## src/rtl/vec_cache_write_arbiter.sv

```systemverilog
// -----------------------------------------------------------------------------
// vec_cache_write_arbiter
//
// Shares the single write port of the vector cache between two writers:
// requester 0 (vector ALU writeback) and requester 1 (load unit). One request
// is granted per cycle by round-robin, and the winner is registered onto the
// cache write port. The block also flags reads that race the write currently
// on the port, and counts issued (non-DISABLE) writes.
//
// Ports
//   clock, reset          single clock; synchronous active-high reset
//   hold                  blocks all grants; output stage drains to DISABLE
//   reqN_valid/ready      valid/ready handshake per requester (N = 0, 1)
//   reqN_op/addr/param    write opcode, cache entry, lane index for SCALAR
//   reqN_data             WIDTH lanes of 32-bit IEEE-754 single, lane 0 in
//                         bits [31:0]; SCALAR writes use lane 0 only
//   write_op/addr/param   registered cache write command
//   data_in               registered cache write data
//   rd_addr               address used by the cache read port this cycle
//   rd_hazard             the read races the write currently on the port
//   writes_issued         wrapping count of non-DISABLE writes driven
// -----------------------------------------------------------------------------
package vec_cache_pkg;
    typedef enum logic [1:0] {
        VEC_DATA_WRITE_DISABLE = 2'd0,
        VEC_DATA_WRITE_VEC     = 2'd1,
        VEC_DATA_WRITE_SCALAR  = 2'd2
    } VecDataWriteOp_t;
endpackage

module vec_cache_write_arbiter
    import vec_cache_pkg::*;
#(
    parameter  int WIDTH = 4,
    localparam int AW    = (WIDTH > 1) ? $clog2(WIDTH) : 1,
    localparam int DW    = 32 * WIDTH
) (
    input  logic          clock,
    input  logic          reset,
    input  logic          hold,

    input  logic          req0_valid,
    output logic          req0_ready,
    input  logic [1:0]    req0_op,
    input  logic [AW-1:0] req0_addr,
    input  logic [AW-1:0] req0_param,
    input  logic [DW-1:0] req0_data,

    input  logic          req1_valid,
    output logic          req1_ready,
    input  logic [1:0]    req1_op,
    input  logic [AW-1:0] req1_addr,
    input  logic [AW-1:0] req1_param,
    input  logic [DW-1:0] req1_data,

    output logic [1:0]    write_op,
    output logic [AW-1:0] write_addr,
    output logic [AW-1:0] write_param,
    output logic [DW-1:0] data_in,

    input  logic [AW-1:0] rd_addr,
    output logic          rd_hazard,
    output logic [15:0]   writes_issued
);

    logic          grant;
    logic          grant_idx;

    logic          last_grant_q,    last_grant_d;
    logic [1:0]    write_op_q,      write_op_d;
    logic [AW-1:0] write_addr_q,    write_addr_d;
    logic [AW-1:0] write_param_q,   write_param_d;
    logic [DW-1:0] data_in_q,       data_in_d;
    logic [15:0]   writes_issued_q, writes_issued_d;

    // Grant: nothing while in reset or on hold; a lone requester always wins;
    // on contention the requester that did not win last time goes first.
    always_comb begin
        // NOTE: every signal written here gets a default first, so no latch is inferred.
        grant     = 1'b0;
        grant_idx = 1'b0;
        if (!reset && !hold) begin
            if (req0_valid && req1_valid) begin
                grant     = 1'b1;
                grant_idx = ~last_grant_q;
            end else if (req0_valid) begin
                grant     = 1'b1;
                grant_idx = 1'b0;
            end else if (req1_valid) begin
                grant     = 1'b1;
                grant_idx = 1'b1;
            end
        end
    end

    assign req0_ready = grant && (grant_idx == 1'b0);
    assign req1_ready = grant && (grant_idx == 1'b1);

    // Next state of the output stage. Without a grant only the opcode drops to
    // DISABLE; address, param and data keep their last values.
    always_comb begin
        last_grant_d  = last_grant_q;
        write_op_d    = VEC_DATA_WRITE_DISABLE;
        write_addr_d  = write_addr_q;
        write_param_d = write_param_q;
        data_in_d     = data_in_q;
        if (grant) begin
            last_grant_d  = grant_idx;
            write_op_d    = grant_idx ? req1_op    : req0_op;
            write_addr_d  = grant_idx ? req1_addr  : req0_addr;
            write_param_d = grant_idx ? req1_param : req0_param;
            data_in_d     = grant_idx ? req1_data  : req0_data;
        end
        writes_issued_d = writes_issued_q
                        + {15'd0, (write_op_q != VEC_DATA_WRITE_DISABLE)};
    end

    always_ff @(posedge clock) begin
        // NOTE: state updates are non-blocking so every flop samples pre-edge values.
        if (reset) begin
            last_grant_q    <= 1'b1;   // requester 0 wins the first contention
            write_op_q      <= VEC_DATA_WRITE_DISABLE;
            write_addr_q    <= '0;
            write_param_q   <= '0;
            data_in_q       <= '0;
            writes_issued_q <= '0;
        end else begin
            last_grant_q    <= last_grant_d;
            write_op_q      <= write_op_d;
            write_addr_q    <= write_addr_d;
            write_param_q   <= write_param_d;
            data_in_q       <= data_in_d;
            writes_issued_q <= writes_issued_d;
        end
    end

    // While reset is high the pending write is masked, so the cache never
    // commits a write that was in flight when reset arrived.
    assign write_op      = reset ? VEC_DATA_WRITE_DISABLE : write_op_q;
    assign write_addr    = write_addr_q;
    assign write_param   = write_param_q;
    assign data_in       = data_in_q;
    assign writes_issued = writes_issued_q;

    // The cache has not committed the write on the port yet, so a read of the
    // same entry returns stale data regardless of which lane is written.
    assign rd_hazard = (write_op != VEC_DATA_WRITE_DISABLE) && (write_addr == rd_addr);

endmodule

```

## config.mk

```make
export PLATFORM = sky130hd
export DESIGN_NAME = vec_cache_write_arbiter
export DESIGN_NICKNAME = d
export VERILOG_FILES = /design/src/rtl/vec_cache_write_arbiter.sv
export SDC_FILE = /design/constraint.sdc
export NUM_CORES = 1
export LEC_CHECK = 0
export BUFFER_PORTS_ARGS = -buffer_cell sky130_fd_sc_hd__buf_2
export CAP_MARGIN = 20
export CORE_AREA = 4 4 166 168
export DETAILED_ROUTE_END_ITERATION = 10
export DIE_AREA = 0 0 170 172
export PLACE_DENSITY = 0.56
export SYNTH_ARGS = -nofsm -noshare
export SYNTH_HDL_FRONTEND = slang
export SYNTH_SLANG_ARGS = --single-unit
```

## constraint.sdc

```tcl
create_clock -name clock -period 1.9 [get_ports clock]
set_input_delay 0.095 -clock clock [delete_from_list [all_inputs] [get_ports clock]]
set_output_delay 0.095 -clock clock [all_outputs]
set_load 0.1 [all_outputs]
```

Yosys cells after proc, flatten, opt, wreduce, memory -nomap -nowiden

Index checks and enable logic that the tools add are counted.

Reductions and logical operators: 10
Mux-type cells: 12
Equal/unequal tests: 1
$add $sub $neg: 1
Bitwise logic cells: 3

Operator list:

| cell                   | number |
|---|---|
| 2-to-1 mux 128 bit     | 1 |
| adder 16 x 1 -> 16 bit | 1 |
| 2-to-1 mux 2 bit       | 4 |
| 2-to-1 mux 1 bit       | 7 |
| logical AND 1 bit      | 5 |
| nonzero test 2 bit     | 2 |
| inverter 1 bit         | 3 |
| equality test 2 bit    | 1 |
| logical NOT 1 bit      | 2 |
| OR reduction 2 bit     | 1 |

Output and inout port bits: 153
Bits of input ports: 275
Bits in registers: 151

Depth between registers and ports, before layout

Word-level depth: 6
Gate-level depth with buffers: 6
Mapped depth without buffers: 6

Worst setup path after synthesis

OpenSTA, ideal clock, no wires.

Path kind: flip-flop to output port
Start point: register write_op_q[0]
End point: output port rd_hazard
Stages on the path, launching flop included: 3
Buffers on the path: 0
Setup slack: -0.773 ns
Required time: 1.805 ns
Arrival time: 2.578 ns
Path through: dfxtp_1 -> nor2b_1 -> o211a_1

Cells in the longest elaborated chain, start to end: 3

Ends and longest elaborated chain:

| what                     | RTL line | source |
|---|---|---|
| start: declaration       | 70       | `logic [1:0] write_op_q, write_op_d;` |
| start signal: assignment | 129      | `write_op_q <= write_op_d;` |
| 2-to-1 mux 2 bit         | 139      | `assign write_op = reset ? VEC_DATA_WRITE_DISABLE : write_op_q;` |
| net write_op[0]          | 56       | `output logic [1:0] write_op,` |
| nonzero test 2 bit       | 147      | `assign rd_hazard = (write_op != VEC_DATA_WRITE_DISABLE) && (write_addr == rd_addr);` |
| logical AND 1 bit        | 147      |  |
| end: declaration         | 62       | `output logic rd_hazard,` |

The timed path passes the listed nets, and every way through them passes these cells.

Worst setup path in the final report

Start point: register last_grant_q
End point: register data_in_q[12], in the netlist data_in[12]

Cells in the longest elaborated chain, start to end: 4

Ends and longest elaborated chain:

| what                     | RTL line | source |
|---|---|---|
| start: declaration       | 69       | `logic last_grant_q, last_grant_d;` |
| start signal: assignment | 128      | `last_grant_q <= last_grant_d;` |
| inverter 1 bit           | 85       | `grant_idx = ~last_grant_q;` |
| 2-to-1 mux 1 bit         | 83       | `if (req0_valid && req1_valid) begin` |
| 2-to-1 mux 1 bit         | 82       | `if (!reset && !hold) begin` |
| 2-to-1 mux 128 bit       | 112      | `data_in_d = grant_idx ? req1_data : req0_data;` |
| end signal: assignment   | 132      | `data_in_q <= data_in_d;` |
| end: declaration         | 73       | `logic [DW-1:0] data_in_q, data_in_d;` |

Every way passes these cells.
A chain may end at the register's enable or synchronous reset.

==> impl_metrics.json <==
{
  "outcome": "completed",
  "ff2ff_path_depth": 6,
  "wl_mm": 36.5,
  "syn_to_final_growth_pct": 88.8,
  "routedWlPerCell_um": 19.5,
  "finalCritPeriodShare_pct": 97.2,
  "worstSetupPathType": "reg -> reg",
  "syn_inst": 880,
  "hold_slack_ns": 0.0452,
  "startpoint_type": "flip-flop",
  "crit_fanout": 30,
  "via_per_inst": 5.46,
  "gr-total-overflow": 0,
  "numClockSinks": 151,
  "finalMaxSlewViolations": 0,
  "grt_max_degree": 78,
  "dp_hpwl_mm": 20.4,
  "clockBufferDepth": 2,
  "syn-num-nets": 1158,
  "synth-edff-count": 0,
  "clock_skew_ns": 0.00980,
  "finalWorstSetupSlack_ns": 0.0530,
  "yosysWarningCount": 0,
  "fillCellCount": 2395,
  "p_switching_uw": 3430,
  "layout.nets": 1803,
  "power_frac_clock_pct": 34.8,
  "first_iter_violations": 986,
  "worstMarginPinSlew_ns": 0.924,
  "place_congestion": 0.801,
  "crit_required_ns": 2.25,
  "worstPathArrival_ns": 2.20,
  "yosys.area.top_type": "dfxtp_1",
  "grt_pass1_wl_mm": 51.6,
  "start_util_pct": 27.1,
  "setup_tns_ns": 0,
  "postSynth.asyncResetShare_pct": 0,
  "fp-row-count": 59,
  "cts_tree": "built",
  "slew_headroom_pct": 38.4,
  "dieArea_um2": 29200,
  "hold_class": "in -> reg",
  "power_switching_share_pct": 36.1,
  "pre_cts_slack_ns": 0.110,
  "yosysTopAreaCellShare_pct": 43.1,
  "cts_buffers": 17,
  "synth_area_leaders": "dfxtp_1 (43%), nand4_1 (12%), a31oi_1 (12%)",
  "fmax_ghz": 0.541,
  "first_pass_iters": 7,
  "cts-root-buf": "clkbuf_16",
  "synth.cell_area_um2": 7010,
  "remaining_drc_errors": 0,
  "timing.final.crit_period_ns": 1.85,
  "power.internal_uw": 6080,
  "cp-end-kind": "flip-flop",
  "cts_max_level": 4,
  "antenna_found_initial": 1,
  "setup_viol": 0,
  "hold_path_depth": 3,
  "seq_area_frac_synth_pct": 43.1,
  "ys.flop_type": "dfxtp_1",
  "totalPowerFinal_uw": 9510,
  "grt_pass1_vias": 10055,
  "clk_latency_ns": 0.42,
  "yosysUniqueCellTypes": 36,
  "vias": 10230,
  "netlist_top_cells_count": "dfxtp_1 (151), nand3_1 (137), nand4_1 (135)",
  "fin_util_pct": 51.1,
  "ir_worst_vdd_mv": 0.479,
  "drv_cap": 0,
  "ys_ff_latch": 151,
  "clkSlewWorstSetupHoldPaths_ns": 0.07,
  "power.density_nw_per_um2": 718,
  "die_y_um": 172,
  "drive_above_1_share_pct": 35.1,
  "ant_nets": 0,
  "leakagePower_uw": 0.00574,
  "chipWidth_um": 170,
  "avgSynthCellArea_um2": 7.97,
  "coreArea_um2": 25900,
  "combPwrFrac_pct": 29.6,
  "seqPwrFrac_pct": 35.6,
  "grt_usage_pct": 21.4,
  "synth.most_common_cell": "dfxtp_1",
  "timing.final.hold_violations": 0,
  "port_buffers": 427,
  "pin_count": 428,
  "rsz0062_at_grt": "yes"
}
-- kinds of logic (layout without fill, tap and decap cells) --
group	count (synthesis)	count (layout)	share of synthesized area, %
adders and majority gates	3	3	0.535
AOI/OAI and AO/OA	283	283	23.1
DFF	151	151	43.1
buffers and inverters	124	781	6.98
other	0	2	0
and+or+nand+nor	310	310	25.0
xor gates and xnor gates	5	5	0.625
muxes	4	4	0.642
-- through the flow --
step / std cells / cell area, um^2
6_report: 1874 / 13200
3_3_place_gp: 1557 / 9670
3_5_place_dp: 1557 / 9670
4_1_cts: 1856 / 12900
5_1_grt: 1873 / 13200
2_1_floorplan: 880 / 7060
-- placed cells by master (no fill, tap or decap), types with 5 or more instances in the layout --
cell,n
buf_2,423
nor2_1,9
inv_6,5
dlygate4sd3_1,267
o21ai_0,55
nand4_1,135
a21oi_1,6
buf_4,22
buf_12,18
nor2b_1,5
clkbuf_16,24
nand3_1,136
dfxtp_1,137
dfxtp_2,11
a31oi_1,131
inv_1,5
o21ai_1,80
-- layout make-up --
class / instances / area (um^2) / area share, %
antenna: 2 / 5.00 / 0.0378
clock buffer: 19 / 433 / 3.27
timing repair buffer: 745 / 5620 / 42.4
tap: 335 / 419 / 3.17
multi-input combinational: 605 / 3580 / 27.0
inverter: 5 / 18.8 / 0.142
clock inverter: 12 / 118 / 0.888
sequential: 151 / 3050 / 23.0
-- registers in the layout (all words and copies together) (netlist names) --
register / cells
data_in: 128
writes_issued: 16
write_addr: 2
write_op_q: 2
write_param: 2
last_grant_q: 1
-- worst max-delay path, cell delays in order (launching register included) --
cell,delay [ns]
dfxtp_4,0.36
a21boi_4,0.17
buf_4,0.16
buf_12,0.20
nand3_1,0.13
a31oi_1,0.18
dlygate4sd3_1,0.57
-- path summary, 6_finish.rpt --
path                     start                 to  slack [ns]
max               last_grant_q        data_in[12]        0.05
min              req0_data[20]        data_in[20]        0.05
max reg2reg       last_grant_q        data_in[12]        0.05
min reg2reg  writes_issued[12]  writes_issued[12]        0.49
-- power by group through the flow --
stage | Combinational [uW] | Clock, uW | Sequential, uW
floorplan | 558 | 0 | 4450
finish | 2810 | 3310 | 3390
detailed placement | 2250 | 0 | 3450
global route | 2940 | 3510 | 3400
global placement | 2250 | 0 | 3450
CTS | 2670 | 3390 | 3380
-- what timing repair did --
| item | CTS | global route |
|---|---|---|
| hold endpoints to repair | 135 | 0 |
| setup buffers | 0 | 6 |
| setup endpoints to repair | 0 | 101 |
| hold buffers | 268 | 0 |
| resized for setup | 0 | 14 |
-- layer usage --
layer,track usage (%),up-vias,wire length [um],share of wire (%)
met5,0,-,0,0
met4,10.3,0,1570,4.3
met3,5.33,106,3050,8.4
met2,35.3,575,17300,47
met1,26.3,4846,14600,40
li1,-,4703,-,-
No activity file was read; power rests on OpenSTA's default activity.
